File: src/rtl/ahb_apb_pkg.sv
// Shared definitions for the AHB-to-APB bridge.
// Holds the AHB transfer-type and response encodings, the default peripheral
// address map, the error-response state type and a window-membership helper.
// Used by the AHB slave interface, its address decoder and the APB controller.
package ahb_apb_pkg;

    localparam logic [1:0] HTRANS_IDLE   = 2'b00;
    localparam logic [1:0] HTRANS_BUSY   = 2'b01;
    localparam logic [1:0] HTRANS_NONSEQ = 2'b10;
    localparam logic [1:0] HTRANS_SEQ    = 2'b11;

    localparam logic [1:0] HRESP_OKAY  = 2'b00;
    localparam logic [1:0] HRESP_ERROR = 2'b01;

    localparam logic [31:0] DEF_SLV0_BASE = 32'h8000_0000;
    localparam logic [31:0] DEF_SLV1_BASE = 32'h8400_0000;
    localparam logic [31:0] DEF_SLV2_BASE = 32'h8800_0000;
    localparam logic [31:0] DEF_SLV_SIZE  = 32'h0400_0000;

    localparam int NUM_SLV = 3;

    typedef enum logic [1:0] {
        ERR_OKAY = 2'b00,
        ERR_ERR1 = 2'b01,
        ERR_ERR2 = 2'b10
    } err_state_t;

    // True when addr lies in [base, base+size). The subtraction form avoids
    // overflow of base+size for a window at the very top of the address map.
    function automatic logic in_window(input logic [31:0] addr,
                                       input logic [31:0] base,
                                       input logic [31:0] size);
        return (addr >= base) && ((addr - base) < size);
    endfunction

endpackage

File: src/rtl/ahb_addr_decode.sv
// Combinational address decoder for the AHB slave interface.
// Ports:
//   haddr      in  32  AHB address-phase address
//   hsize      in  3   AHB transfer size
//   tempselx   out 3   one-hot peripheral select, 000 when unmapped
//   mapped     out 1   address falls inside one of the peripheral windows
//   misaligned out 1   address not aligned to hsize, or hsize wider than a word
module ahb_addr_decode
    import ahb_apb_pkg::*;
#(
    parameter logic [31:0] SLV0_BASE = DEF_SLV0_BASE,
    parameter logic [31:0] SLV1_BASE = DEF_SLV1_BASE,
    parameter logic [31:0] SLV2_BASE = DEF_SLV2_BASE,
    parameter logic [31:0] SLV_SIZE  = DEF_SLV_SIZE
) (
    input  logic [31:0] haddr,
    input  logic [2:0]  hsize,
    output logic [2:0]  tempselx,
    output logic        mapped,
    output logic        misaligned
);

    localparam logic [NUM_SLV-1:0][31:0] SLV_BASE = {SLV2_BASE, SLV1_BASE, SLV0_BASE};

    // Windows are disjoint, so at most one select bit can be set.
    genvar gi;
    generate
        for (gi = 0; gi < NUM_SLV; gi++) begin : g_win
            assign tempselx[gi] = in_window(haddr, SLV_BASE[gi], SLV_SIZE);
        end
    endgenerate

    assign mapped = |tempselx;

    always_comb begin
        misaligned = 1'b0;
        case (hsize)
            3'b000:  misaligned = 1'b0;
            3'b001:  misaligned = haddr[0];
            3'b010:  misaligned = |haddr[1:0];
            default: misaligned = 1'b1;   // wider than the 32-bit bus
        endcase
    end

endmodule

File: src/rtl/ahb_slave_interface.sv
// AHB-facing front stage of the AHB-to-APB bridge.
// Qualifies AHB transfers into a zero-latency 'valid', decodes the peripheral
// select, keeps 4-deep address/data/direction pipelines for the APB controller,
// and generates the two-cycle AHB ERROR response for bad accesses.
// Ports:
//   hclk, hreset                 clock, asynchronous active-high reset
//   haddr, hwdata, htrans,
//   hsize, hwrite, hreadyin      AHB master side inputs
//   valid, tempselx              combinational transfer qualifier and select
//   haddr1..4, hwdata1..4        address / write-data pipeline stages
//   hwritereg, hwritereg1..3     direction pipeline stages
//   hresp, err_stall             registered response and HREADYOUT stall
module ahb_slave_interface
    import ahb_apb_pkg::*;
#(
    parameter logic [31:0] SLV0_BASE = DEF_SLV0_BASE,
    parameter logic [31:0] SLV1_BASE = DEF_SLV1_BASE,
    parameter logic [31:0] SLV2_BASE = DEF_SLV2_BASE,
    parameter logic [31:0] SLV_SIZE  = DEF_SLV_SIZE
) (
    input  logic        hclk,
    input  logic        hreset,
    input  logic [31:0] haddr,
    input  logic [31:0] hwdata,
    input  logic [1:0]  htrans,
    input  logic [2:0]  hsize,
    input  logic        hwrite,
    input  logic        hreadyin,
    output logic        valid,
    output logic [2:0]  tempselx,
    output logic [31:0] haddr1,
    output logic [31:0] haddr2,
    output logic [31:0] haddr3,
    output logic [31:0] haddr4,
    output logic [31:0] hwdata1,
    output logic [31:0] hwdata2,
    output logic [31:0] hwdata3,
    output logic [31:0] hwdata4,
    output logic        hwritereg,
    output logic        hwritereg1,
    output logic        hwritereg2,
    output logic        hwritereg3,
    output logic [1:0]  hresp,
    output logic        err_stall
);

    logic        mapped;
    logic        misaligned;
    logic        active;
    logic        bad_xfer;

    logic [31:0] addr_pipe_reg  [1:4];
    logic [31:0] data_pipe_reg  [1:4];
    logic        write_pipe_reg [1:4];

    err_state_t  state_reg, state_next;
    logic [1:0]  hresp_reg;
    logic        err_stall_reg;

    ahb_addr_decode #(
        .SLV0_BASE (SLV0_BASE),
        .SLV1_BASE (SLV1_BASE),
        .SLV2_BASE (SLV2_BASE),
        .SLV_SIZE  (SLV_SIZE)
    ) u_decode (
        .haddr      (haddr),
        .hsize      (hsize),
        .tempselx   (tempselx),
        .mapped     (mapped),
        .misaligned (misaligned)
    );

    assign active   = (htrans == HTRANS_NONSEQ) || (htrans == HTRANS_SEQ);
    assign bad_xfer = hreadyin && active && (!mapped || misaligned);
    assign valid    = hreadyin && active && mapped && !misaligned && (state_reg == ERR_OKAY);

    // Pipelines shift on every hreadyin cycle, independent of transfer validity;
    // the controller picks the stage matching the data phase it is replaying.
    always_ff @(posedge hclk or posedge hreset) begin
        if (hreset) begin
            addr_pipe_reg[1]  <= '0;
            data_pipe_reg[1]  <= '0;
            write_pipe_reg[1] <= 1'b0;
        end else if (hreadyin) begin
            addr_pipe_reg[1]  <= haddr;
            data_pipe_reg[1]  <= hwdata;
            write_pipe_reg[1] <= hwrite;
        end
    end

    genvar gi;
    generate
        for (gi = 2; gi <= 4; gi++) begin : g_stage
            always_ff @(posedge hclk or posedge hreset) begin
                if (hreset) begin
                    addr_pipe_reg[gi]  <= '0;
                    data_pipe_reg[gi]  <= '0;
                    write_pipe_reg[gi] <= 1'b0;
                end else if (hreadyin) begin
                    addr_pipe_reg[gi]  <= addr_pipe_reg[gi-1];
                    data_pipe_reg[gi]  <= data_pipe_reg[gi-1];
                    write_pipe_reg[gi] <= write_pipe_reg[gi-1];
                end
            end
        end
    endgenerate

    assign haddr1     = addr_pipe_reg[1];
    assign haddr2     = addr_pipe_reg[2];
    assign haddr3     = addr_pipe_reg[3];
    assign haddr4     = addr_pipe_reg[4];
    assign hwdata1    = data_pipe_reg[1];
    assign hwdata2    = data_pipe_reg[2];
    assign hwdata3    = data_pipe_reg[3];
    assign hwdata4    = data_pipe_reg[4];
    assign hwritereg  = write_pipe_reg[1];
    assign hwritereg1 = write_pipe_reg[2];
    assign hwritereg2 = write_pipe_reg[3];
    assign hwritereg3 = write_pipe_reg[4];

    // Error FSM. A bad address arriving during ERR1 is deliberately ignored:
    // the master must cancel its next transfer on seeing ERROR.
    always_comb begin
        state_next = ERR_OKAY;
        case (state_reg)
            ERR_OKAY: state_next = bad_xfer ? ERR_ERR1 : ERR_OKAY;
            ERR_ERR1: state_next = ERR_ERR2;
            ERR_ERR2: state_next = bad_xfer ? ERR_ERR1 : ERR_OKAY;
            default:  state_next = ERR_OKAY;
        endcase
    end

    // Response outputs are flops loaded from the next state so they change
    // exactly when the state does and carry no decode glitches.
    always_ff @(posedge hclk or posedge hreset) begin
        if (hreset) begin
            state_reg     <= ERR_OKAY;
            hresp_reg     <= HRESP_OKAY;
            err_stall_reg <= 1'b0;
        end else begin
            state_reg     <= state_next;
            hresp_reg     <= (state_next == ERR_OKAY) ? HRESP_OKAY : HRESP_ERROR;
            err_stall_reg <= (state_next == ERR_ERR1);
        end
    end

    assign hresp     = hresp_reg;
    assign err_stall = err_stall_reg;

endmodule

File: config.mk
export PLATFORM = sky130hd
export DESIGN_NAME = ahb_slave_interface
export DESIGN_NICKNAME = d
export VERILOG_FILES = /design/src/rtl/ahb_apb_pkg.sv /design/src/rtl/ahb_addr_decode.sv /design/src/rtl/ahb_slave_interface.sv
export SDC_FILE = /design/constraint.sdc
export NUM_CORES = 1
export LEC_CHECK = 0
export BUFFER_PORTS_ARGS = -buffer_cell sky130_fd_sc_hd__buf_2
export CAP_MARGIN = 20
export CORE_MARGIN = 1.5
export CORE_UTILIZATION = 32
export CTS_BUF_LIST = sky130_fd_sc_hd__clkbuf_8
export CTS_CLUSTER_SIZE = 40
export DETAILED_ROUTE_END_ITERATION = 7
export PLACE_DENSITY_LB_ADDON = 0.2
export SKIP_CTS_REPAIR_TIMING = 1
export SLEW_MARGIN = 20
export SYNTH_ARGS = -nofsm -noshare
export SYNTH_HDL_FRONTEND = slang
export SYNTH_SLANG_ARGS = --single-unit
File: constraint.sdc
create_clock -name hclk -period 11.1 [get_ports hclk]
set_input_delay 1.665 -clock hclk [delete_from_list [all_inputs] [get_ports hclk]]
set_output_delay 1.665 -clock hclk [all_outputs]
set_load 0.02 [all_outputs]
== Yosys cells after proc, flatten, opt, wreduce, memory -nomap -nowiden ==
Cells that the tools add are included.
Storage, ports and cells
  register bits after elaboration: 264
  input port bits: 73
  output and inout port bits: 267
  word-level logic and storage cells: 53
Cells by class
  add/sub/neg operators: 3
  $lt $le $gt $ge: 6
  equal/unequal tests: 7
  multiplexer cells: 4
  reductions and logical operators: 18
Operators by type and width (number)
  >= comparator 32 bit, second input constant: 3
  < comparator 32 x 27 -> 1 bit, second input constant: 3
  subtractor 32 bit, second input constant: 3
  logical AND 1 bit: 8
  == test 2 bit, second input constant: 3
  == test 2 x 1 -> 1 bit, second input constant: 2
  zero test 2 bit: 2
  case mux 2 bit (2 select lines): 1
  OR reduction 2 bit: 2
  == test 3 x 1 -> 1 bit, second input constant: 1
  == test 3 x 2 -> 1 bit, second input constant: 1
  zero test 3 bit: 1
  case mux 1 bit (3 select lines): 1
  OR reduction 3 bit: 1
  zero test 1 bit: 2
  logical OR 1 bit: 2
  two-way mux 1 bit: 2

== Longest topological paths before layout ==
Gate-level depths: netlist of the first run.
  depth after elaboration: 11
  mapped depth: 6
  mapped depth without buffers: 6

== Modules after synthesis ==
From an unflattened synthesis of the first run, not the netlist that was laid out.
Second synthesis, totals
  cell total of the unflattened synthesis: 584
  area total of the unflattened synthesis: 10023.4 um^2
Modules (own cells, without submodules)
  ahb_slave_interface: instances 1, cells an instance 563, area an instance 9892.0 um^2, seq. area each 6606.3 um^2
  ahb_addr_decode: instances 1, cells an instance 21, area an instance 131.4 um^2, seq. area each 0.0 um^2

== Least setup slack after synthesis of the first run ==
No wires, ideal clock.
  path type: input port to output port
  from: input port haddr[27]
  to: output port valid
  arrival: 2.894 ns
  data required time: 9.435 ns
  slack: 6.541 ns
  stages on the path: 6
  buffers on the path: 0
  path through: inv_1 ha_1 and4b_2 and2_1 a31oi_4 nor4b_2
Between the ends
  longest elaborated chain between the ends: 7
  elaborated cells on any way between the ends: 16
  those cells by class: add/sub (3); order compare (6); reduce/logical (7)
Ends and longest elaborated chain
  start, declared: RTL line ahb_slave_interface.sv:23  | input logic [31:0] haddr,
  subtractor 32 bit: RTL line ahb_apb_pkg.sv:33  | return (addr >= base) && ((addr - base) < size);
  < comparator 32 x 27 -> 1 bit: RTL line ahb_apb_pkg.sv:33
  logical AND 1 bit: RTL line ahb_apb_pkg.sv:33
  OR reduction 3 bit (*): RTL line ahb_addr_decode.sv:33  | assign mapped = |tempselx;
  logical AND 1 bit (*) (3 in series): RTL line ahb_slave_interface.sv:75  | assign valid = hreadyin && active && mapped && !misaligned && (state_reg == ERR_OKAY);
  end, declared: RTL line ahb_slave_interface.sv:29  | output logic valid,
Mark *: on every way between the ends. The rest lies on a longest branch, timed or not.

== Worst setup path after layout of the first run ==
  from: input port hreadyin
  to: output port valid
Between the ends
  longest elaborated chain between the ends: 4
Ends and longest elaborated chain
  start, declared: RTL line ahb_slave_interface.sv:28  | input logic hreadyin,
  logical AND 1 bit (4 in series): RTL line ahb_slave_interface.sv:75
Every way passes these cells.

==> impl_metrics.env, run 1 <==
export IMPL_run_status="finished, final reports clean"
export IMPL_rows=64
export IMPL_max_freq_ghz=0.203
export IMPL_path_max_fanout=118
export IMPL_slew_violations=0
export IMPL_yosys_top_cells_count="264 x dfrtp_1, 260 x mux2_2, 18 x buf_2"
export IMPL_drive_above_1_share=0.685
export IMPL_ctsRootBufferMaster="clkbuf_8"
export IMPL_fp_coreArea_sq_mm=0.0307
export IMPL_antenna_found_initial=0
export IMPL_rrSetupSlack_ps=10200
export IMPL_routed_wirelength_um=23100
export IMPL_endpoint_kind="output pin"
export IMPL_worstSetupStartpointType="input port"
export IMPL_cp_arrival_ps=3250
export IMPL_n_antenna_cell=0
export IMPL_netlist_top_cells_area="dfrtp_1 66%, mux2_2 29%, buf_2 0.90%"
export IMPL_start_util=0.325
export IMPL_wl_met2_um=11300
export IMPL_grt_total_usage=0.143
export IMPL_period_share=0.443
export IMPL_rsz0062_at_grt="false"
export IMPL_synth_edf_count=0
export IMPL_cts_tree="yes"
export IMPL_routed_via_density=4.46
export IMPL_worstReg2RegEnd="hresp[0]$_DFF_PP0_"
export IMPL_finish_utilization=0.423
export IMPL_clk_pin_slew_ps=60
export IMPL_die_w_um=180
export IMPL_fin_tns_setup_ps=0
export IMPL_dp_slack_ps=6200
export IMPL_drt_iter0_markers=215
export IMPL_yosysWarnings=0
export IMPL_clk_latency_ps=540
export IMPL_clock_skew_ps=9.50
export IMPL_min_period_ps=4920
export IMPL_numClockSinks=264
export IMPL_finalHoldViolCount=0
export IMPL_worst_pin_slew_ps=1020
export IMPL_die_y_um=180
export IMPL_syn_inst=591
export IMPL_yosysSeqAreaShare=0.662
export IMPL_synth_nets=666
export IMPL_cp_startpoint="hreadyin"
export IMPL_h_tree_depth=2
export IMPL_final_net_count=1024
export IMPL_cts_buffers=46
export IMPL_placed_area_sq_mm=0.0120
export IMPL_holdWs_ps=462
export IMPL_drtPass1Iterations=4
export IMPL_routed_top_layer="met4"
export IMPL_fin_area_sq_mm=0.0130
export IMPL_clock_path_buffers=3
export IMPL_grt_max_degree=135
export IMPL_wire_per_inst_um=16.7
export IMPL_vdd_drop_max_uv=97.3
export IMPL_crit_path_end="valid"
export IMPL_hpwl_um=15800
export IMPL_crit_type="in2out"
export IMPL_area_growth_pct=30.0
export IMPL_synthFlopType="dfrtp_1"
export IMPL_dieArea_sq_mm=0.0323
export IMPL_reg2reg_depth=3
export IMPL_reg2reg_from="state_reg[0]$_DFF_PP0_"
export IMPL_power_leakage_nw=6.18
export IMPL_pwr_density_cell_mw_per_mm2=213
export IMPL_synthDistinctLibCells=26
export IMPL_place_congestion=0.741
export IMPL_critPathRequiredTime_ps=9440
export IMPL_met3_wirelength_um=1540
export IMPL_grt_pass1_wl_um=37000
export IMPL_first_global_vias=6489
export IMPL_hold_path_class="reg2reg"
export IMPL_synth_top_area_cell="dfrtp_1"
export IMPL_avgSynthCellArea_sq_um=16.9
export IMPL_cap_violations=0
export IMPL_n_fill_cell=2942
export IMPL_yosys_area_top_type_share=0.662
export IMPL_layout_setup_ws_ps=6180
export IMPL_antenna_left=0
export IMPL_route_detailed_drc=0
export IMPL_max_slew_margin=0.322
export IMPL_numPortBuffers=337
export IMPL_drt_met1_wl_um=9430
export IMPL_ios=340
export IMPL_syn_area_sq_mm=0.00998
export IMPL_overflow=0
export IMPL_ys_seq_elements=264
export IMPL_async_flop_share=1.00
export IMPL_synth_most_common_cell="dfrtp_1"
export IMPL_finalSetupViolations=0
export IMPL_num_vias=6166
## cells by family after synthesis
family          share of synthesized area
other cells                      0.000376
fa+ha+maj                         0.00251
simple gates                       0.0133
mux                                 0.293
buf+inv                            0.0203
xor+xnor                          0.00263
flops                               0.662
compound gates                    0.00564
## layout by cell type, fill, tap and decap left out
cell type | Yosys | final
a21oi_1 | 2 | 2
a31oi_4 | 1 | 1
and2_1 | 1 | 1
and3_1 | 2 | 2
and4b_2 | 2 | 2
buf_2 | 18 | 336
buf_4 | 12 | 4
buf_8 | 0 | 1
bufinv_16 | 0 | 1
clkbuf_8 | 0 | 60
clkinv_2 | 0 | 7
conb_1 | 1 | 1
dfrtp_1 | 264 | 264
ha_1 | 2 | 2
inv_1 | 3 | 19
inv_8 | 0 | 1
mux2_2 | 260 | 260
nand2_1 | 4 | 4
nand3b_1 | 1 | 1
nor2_1 | 3 | 3
nor2b_1 | 2 | 2
nor3_1 | 2 | 2
nor4b_1 | 1 | 1
nor4b_2 | 1 | 1
o21a_1 | 2 | 2
o21ai_0 | 1 | 1
o21ai_1 | 1 | 1
or3_4 | 1 | 1
xnor2_1 | 2 | 2
xor2_1 | 1 | 1
## critical path: stages
cell and delay (ps):
buf_8 620, nand2_1 130, nor2_1 280, nor4b_2 250, buf_2 230
## where the power goes
group	switching (mW)	internal (mW)
combinational	0.381	0.256
clock	0.387	0.507
sequential	0.100	1.13
total	0.868	1.89
## area by class of cell
cell class | instances | area [sq um] | share of cell area
clock buffer | 60 | 826 | 0.0637
clock inverter | 25 | 129 | 0.00993
inverter | 3 | 18.8 | 0.00145
multi-input combinational | 293 | 3170 | 0.244
sequential | 264 | 6610 | 0.509
tap | 396 | 495 | 0.0382
timing repair buffer | 341 | 1730 | 0.133
## worst min-delay path by stage
stage | cells past startpoint | start | end
6_report | 1 | state_reg[1]$_DFF_PP0_ | state_reg[1]$_DFF_PP0_
5_1_grt | 1 | state_reg[1]$_DFF_PP0_ | state_reg[1]$_DFF_PP0_
4_1_cts | 1 | state_reg[1]$_DFF_PP0_ | state_reg[1]$_DFF_PP0_
3_5_place_dp | 1 | state_reg[1]$_DFF_PP0_ | state_reg[1]$_DFF_PP0_
3_3_place_gp | 1 | state_reg[1]$_DFF_PP0_ | state_reg[1]$_DFF_PP0_
2_1_floorplan | 1 | state_reg[1]$_DFF_PP0_ | state_reg[1]$_DFF_PP0_
## stage by stage
step / power, mW / instances
global placement: 1.89 / 1297
detailed placement: 1.90 / 1297
global route: 2.91 / 1382
finish: 2.76 / 1382
CTS: 2.82 / 1382
floorplan: 1.64 / 591
## per-layer routing
metal / vias to the layer above / GRT usage
met4: 0 / 0.0623
met2: 201 / 0.237
li1: 2835 / -
met5: - / 0
met1: 3075 / 0.172
met3: 55 / 0.0423
Power figures use the tool's default switching activity.
==> inputs of run 2 (changes only) <==
--- a/config.mk
+++ b/config.mk
@@ -5,6 +5,7 @@
 export SDC_FILE = /design/constraint.sdc
 export NUM_CORES = 1
 export LEC_CHECK = 0
+export ABC_AREA = 1
 export BUFFER_PORTS_ARGS = -buffer_cell sky130_fd_sc_hd__buf_2
 export CAP_MARGIN = 20
 export CORE_MARGIN = 1.5
==> constraint.sdc (replaced) <==
create_clock -name hclk -period 4.75 [get_ports hclk]
set_input_delay 0.7125 -clock hclk [delete_from_list [all_inputs] [get_ports hclk]]
set_output_delay 0.7125 -clock hclk [all_outputs]
set_load 0.02 [all_outputs]
==> impl_metrics.env, run 2 <==
export IMPL_synth_top_area_cell="dfrtp_1"
export IMPL_routed_via_density=4.25
export IMPL_endpoint_kind="output pin"
export IMPL_reg2reg_depth=3
export IMPL_rsz0062_at_grt="false"
export IMPL_die_w_um=180
export IMPL_violations="DRC"
export IMPL_run_status="complete, but fails checks"
export IMPL_clock_skew_ps=6.66
export IMPL_place_inst=1741
export IMPL_min_period_ps=2660
export IMPL_hpwl_um=17600
export IMPL_dieArea_sq_mm=0.0324
export IMPL_place_congestion=0.782
export IMPL_grt_total_usage=0.162
export IMPL_crit_path_end="valid"
export IMPL_max_freq_ghz=0.377
export IMPL_worst_pin_slew_ps=938
export IMPL_path_max_fanout=6
export IMPL_antenna_found_initial=1
export IMPL_synthDistinctLibCells=19
export IMPL_die_y_um=180
export IMPL_vdd_drop_max_uv=213
export IMPL_drive_above_1_share=0.288
export IMPL_yosys_area_top_type_share=0.658
export IMPL_drt_iter0_markers=483
export IMPL_final_net_count=1469
export IMPL_cp_arrival_ps=1940
export IMPL_drtPass1Iterations=8
export IMPL_route_detailed_drc=17
export IMPL_grt_pass1_wl_um=42400
export IMPL_synth_most_common_cell="nand2_1"
export IMPL_wire_per_inst_um=14.4
export IMPL_numClockSinks=264
export IMPL_cts_tree="yes"
export IMPL_numPortBuffers=337
export IMPL_ctsRootBufferMaster="clkbuf_8"
export IMPL_fp_coreArea_sq_mm=0.0307
export IMPL_routed_wirelength_um=26200
export IMPL_synthFlopType="dfrtp_1"
export IMPL_finalHoldViolCount=0
export IMPL_syn_area_sq_mm=0.0100
export IMPL_ios=340
export IMPL_synth_nets=1135
export IMPL_period_share=0.559
export IMPL_ys_seq_elements=264
export IMPL_worstSetupStartpointType="input port"
export IMPL_rrSetupSlack_ps=3990
export IMPL_yosysSeqAreaShare=0.658
export IMPL_rows=64
export IMPL_start_util=0.326
export IMPL_overflow=0
export IMPL_clk_latency_ps=540
export IMPL_finalSetupViolations=0
export IMPL_yosysWarnings=0
export IMPL_area_growth_pct=28.7
export IMPL_cts_buffers=47
export IMPL_hold_path_class="in2async"
export IMPL_async_flop_share=1.00
export IMPL_layout_common_cells="414 x nand2_1, 336 x buf_2, 264 x dfrtp_1"
export IMPL_clock_path_buffers=3
export IMPL_grt_max_degree=178
export IMPL_h_tree_depth=2
export IMPL_max_slew_margin=0.375
export IMPL_avgSynthCellArea_sq_um=9.47
export IMPL_netlist_top_cells_area="dfrtp_1 66%, nand2_1 15%, o21ai_0 8.1%"
export IMPL_syn_inst=1060
export IMPL_cap_violations=0
export IMPL_fin_tns_setup_ps=0
export IMPL_crit_type="in2out"
export IMPL_worstReg2RegEnd="hresp[0]$_DFF_PP0_"
export IMPL_antenna_left=0
export IMPL_pwr_density_cell_mw_per_mm2=451
export IMPL_slew_violations=0
export IMPL_first_global_vias=7657
export IMPL_reg2reg_from="state_reg[0]$_DFF_PP0_"
export IMPL_final_common_cell="nand2_1"
export IMPL_power_leakage_nw=7.12
export IMPL_yosys_top_cells_count="414 x nand2_1, 264 x dfrtp_1, 163 x o21ai_0"
export IMPL_num_vias=7766
export IMPL_clk_pin_slew_ps=60
export IMPL_synth_edf_count=0
export IMPL_fin_cells=1826
export IMPL_critPathRequiredTime_ps=4040
export IMPL_cp_startpoint="haddr[27]"
[run 2: how the worst min path moves through the flow]
stage,from,end,cells past startpoint
after floorplan,state_reg[0]$_DFF_PP0_,state_reg[1]$_DFF_PP0_,2
after global placement,hwdata4[17]$_DFFE_PP0P_,hwdata4[17]$_DFFE_PP0P_,2
after detailed placement,hwdata4[31]$_DFFE_PP0P_,hwdata4[31]$_DFFE_PP0P_,2
after CTS,hreset,haddr4[16]$_DFFE_PP0P_,2
after global routing,hwdata[5],hwdata1[5]$_DFFE_PP0P_,3
final,hreset,haddr2[15]$_DFFE_PP0P_,2
[run 2: area by class of cell]
type	instances	area (sq um)
inverters	112	432
clock inverters	23	121
repair buffers	343	1790
flip-flops and latches	264	6610
multi-input cells	626	2630
diodes	1	2.50
clock buffers	61	840
fillers	3149	17800
well taps	396	495
[run 2: report_power, final]
group,switching [mW],total [mW],internal (mW)
Clock,0.909,2.11,1.20
Sequential,0.154,2.67,2.51
Combinational,0.738,1.05,0.313
Total,1.80,5.82,4.02
[run 2: cell families after synthesis]
logic type / synth area share
flops: 0.658
compound gates: 0.0981
other cells: 0.000374
fa+ha+maj: 0.00249
buf+inv: 0.0796
simple gates: 0.161
[run 2: critical path: stages]
cell     delay (ps)
buf_2           120
inv_1           150
ha_1            230
inv_1            60
nand2_1          50
nand2_1          50
nor2_1          100
nand2_1          80
nand3_1          70
nand2_1          60
nor2_1           80
buf_2           170
[run 2: layer usage]
metal,part of all wire,up-vias,global-route usage,wire length (um)
met3,0.060,50,0.0390,1580
met2,0.46,224,0.260,12200
met1,0.45,3549,0.213,11700
met4,0.029,0,0.0625,759
met5,0,-,0,0
li1,-,3943,-,-
[run 2: stage by stage]
step / util / hold slack, ps / setup slack (ps) / power (mW) / area (sq um)
after floorplan: - / 474 / 554 / 3.34 / 10000
after global placement: 0.389 / 461 / 2110 / 3.75 / 12000
after detailed placement: 0.389 / 467 / 2100 / 3.77 / 12000
after CTS: 0.420 / 310 / 2090 / 5.93 / 12900
after global routing: 0.420 / 332 / 1920 / 6.16 / 12900
final: 0.420 / 319 / 2090 / 5.82 / 12900
==> inputs of run 3 (changes only) <==
==> constraint.sdc (replaced) <==
create_clock -name hclk -period 2.5 [get_ports hclk]
set_input_delay 0.375 -clock hclk [delete_from_list [all_inputs] [get_ports hclk]]
set_output_delay 0.375 -clock hclk [all_outputs]
set_load 0.02 [all_outputs]
==> impl_metrics.env, run 3 (same netlist as run 2, synthesis figures left out) <==
export IMPL_final_common_cell="nand2_1"
export IMPL_cap_violations=0
export IMPL_clock_path_buffers=3
export IMPL_overflow=0
export IMPL_slew_violations=0
export IMPL_endpoint_kind="output pin"
export IMPL_h_tree_depth=2
export IMPL_worstSetupStartpointType="input port"
export IMPL_min_period_ps=1980
export IMPL_max_slew_margin=0.638
export IMPL_worst_pin_slew_ps=542
export IMPL_clk_latency_ps=540
export IMPL_run_status="complete, but fails checks"
export IMPL_rows=64
export IMPL_power_leakage_nw=7.20
export IMPL_ctsRootBufferMaster="clkbuf_8"
export IMPL_hpwl_um=18700
export IMPL_hold_path_class="in2reg"
export IMPL_total_power_mw=10.9
export IMPL_routed_via_density=4.33
export IMPL_grt_total_usage=0.167
export IMPL_wire_per_inst_um=14.5
export IMPL_final_net_count=1491
export IMPL_vdd_drop_max_uv=408
export IMPL_place_inst=1760
export IMPL_area_growth_pct=30.3
export IMPL_antenna_left=0
export IMPL_drt_iter0_markers=357
export IMPL_violations="DRC"
export IMPL_min_path_cells=3
export IMPL_placed_area_sq_mm=0.0122
export IMPL_fin_cells=1841
export IMPL_routed_wirelength_um=26700
export IMPL_finalSetupViolations=0
export IMPL_first_global_vias=7851
export IMPL_max_freq_ghz=0.504
export IMPL_die_y_um=180
export IMPL_rrSetupSlack_ps=1780
export IMPL_numClockSinks=264
export IMPL_cts_buffers=47
export IMPL_hp_start="hwdata[13]"
export IMPL_layout_common_cells="414 x nand2_1, 336 x buf_2, 264 x dfrtp_1"
export IMPL_fin_area_sq_mm=0.0131
export IMPL_period_share=0.793
export IMPL_clock_skew_ps=27.4
export IMPL_finalHoldViolCount=0
export IMPL_start_util=0.326
export IMPL_numPortBuffers=337
export IMPL_rsz0062_at_grt="false"
export IMPL_critPathRequiredTime_ps=2120
export IMPL_grt_max_degree=90
export IMPL_drtPass1Iterations=8
export IMPL_fp_coreArea_sq_mm=0.0307
export IMPL_grt_pass1_wl_um=43400
export IMPL_dp_slack_ps=515
export IMPL_cts_tree="yes"
export IMPL_die_w_um=180
export IMPL_path_max_fanout=6
export IMPL_reg2reg_depth=3
export IMPL_num_vias=7963
export IMPL_pwr_density_cell_mw_per_mm2=833
export IMPL_place_congestion=0.801
export IMPL_reg2reg_from="state_reg[0]$_DFF_PP0_"
export IMPL_finish_utilization=0.425
export IMPL_hold_end="hwdata1[13]$_DFFE_PP0P_"
export IMPL_dieArea_sq_mm=0.0324
export IMPL_route_detailed_drc=17
export IMPL_worstReg2RegEnd="hresp[0]$_DFF_PP0_"
export IMPL_clk_pin_slew_ps=60
export IMPL_layout_setup_ws_ps=517
export IMPL_cp_arrival_ps=1610
export IMPL_ios=340
export IMPL_crit_type="in2out"
export IMPL_antenna_found_initial=3
export IMPL_drive_above_1_share=0.293
==> run 3: worst max path at each step <==
stage,startpoint,endpoint,slack [ps],cells after the start
final,haddr[27],valid,520,12
after global routing,haddr[27],valid,370,12
after CTS,haddr[27],valid,510,12
after detailed placement,haddr[27],valid,510,12
after global placement,haddr[27],valid,540,12
after floorplan,hreset,err_stall$_DFF_PP0_,-1360,1
==> run 3: worst max-delay path: stages <==
cell     delay, ps
buf_2          120
inv_1          150
ha_1           240
inv_1           60
nand2_1         50
nand2_1         40
nor2_1         100
nand2_1         90
nand3_1         70
nand2_1         60
nor2_1          90
buf_2          170
==> run 3: cell type report <==
cell class              instances  area, sq um
well taps                     396          495
diodes                          3         7.51
repair buffers                365         2040
fillers                      3169        17700
clock buffers                  53          729
flip-flops and latches        264         6610
multi-input cells             626         2630
inverters                     112          432
clock inverters                22          138
==> run 3: layer usage <==
metal	global-route usage	wire length (um)	up-vias
met5	0	0	-
met2	0.268	12400	232
li1	-	-	3992
met1	0.216	11900	3683
met3	0.0435	1700	56
met4	0.0659	786	0
==> run 3: through the flow <==
stage	TNS, ps	hold WS, ps
after global placement	0	456
after global routing	0	0.190
after floorplan	-358650	474
after detailed placement	0	452
final	0	21.1
after CTS	0	-128
==> run 3: report_power, final <==
part,internal (mW),switching [mW],leakage (nW)
registers,4.77,0.301,3.31
logic,0.629,1.41,3.38
clock network,2.11,1.68,0.513
total,7.51,3.38,7.20
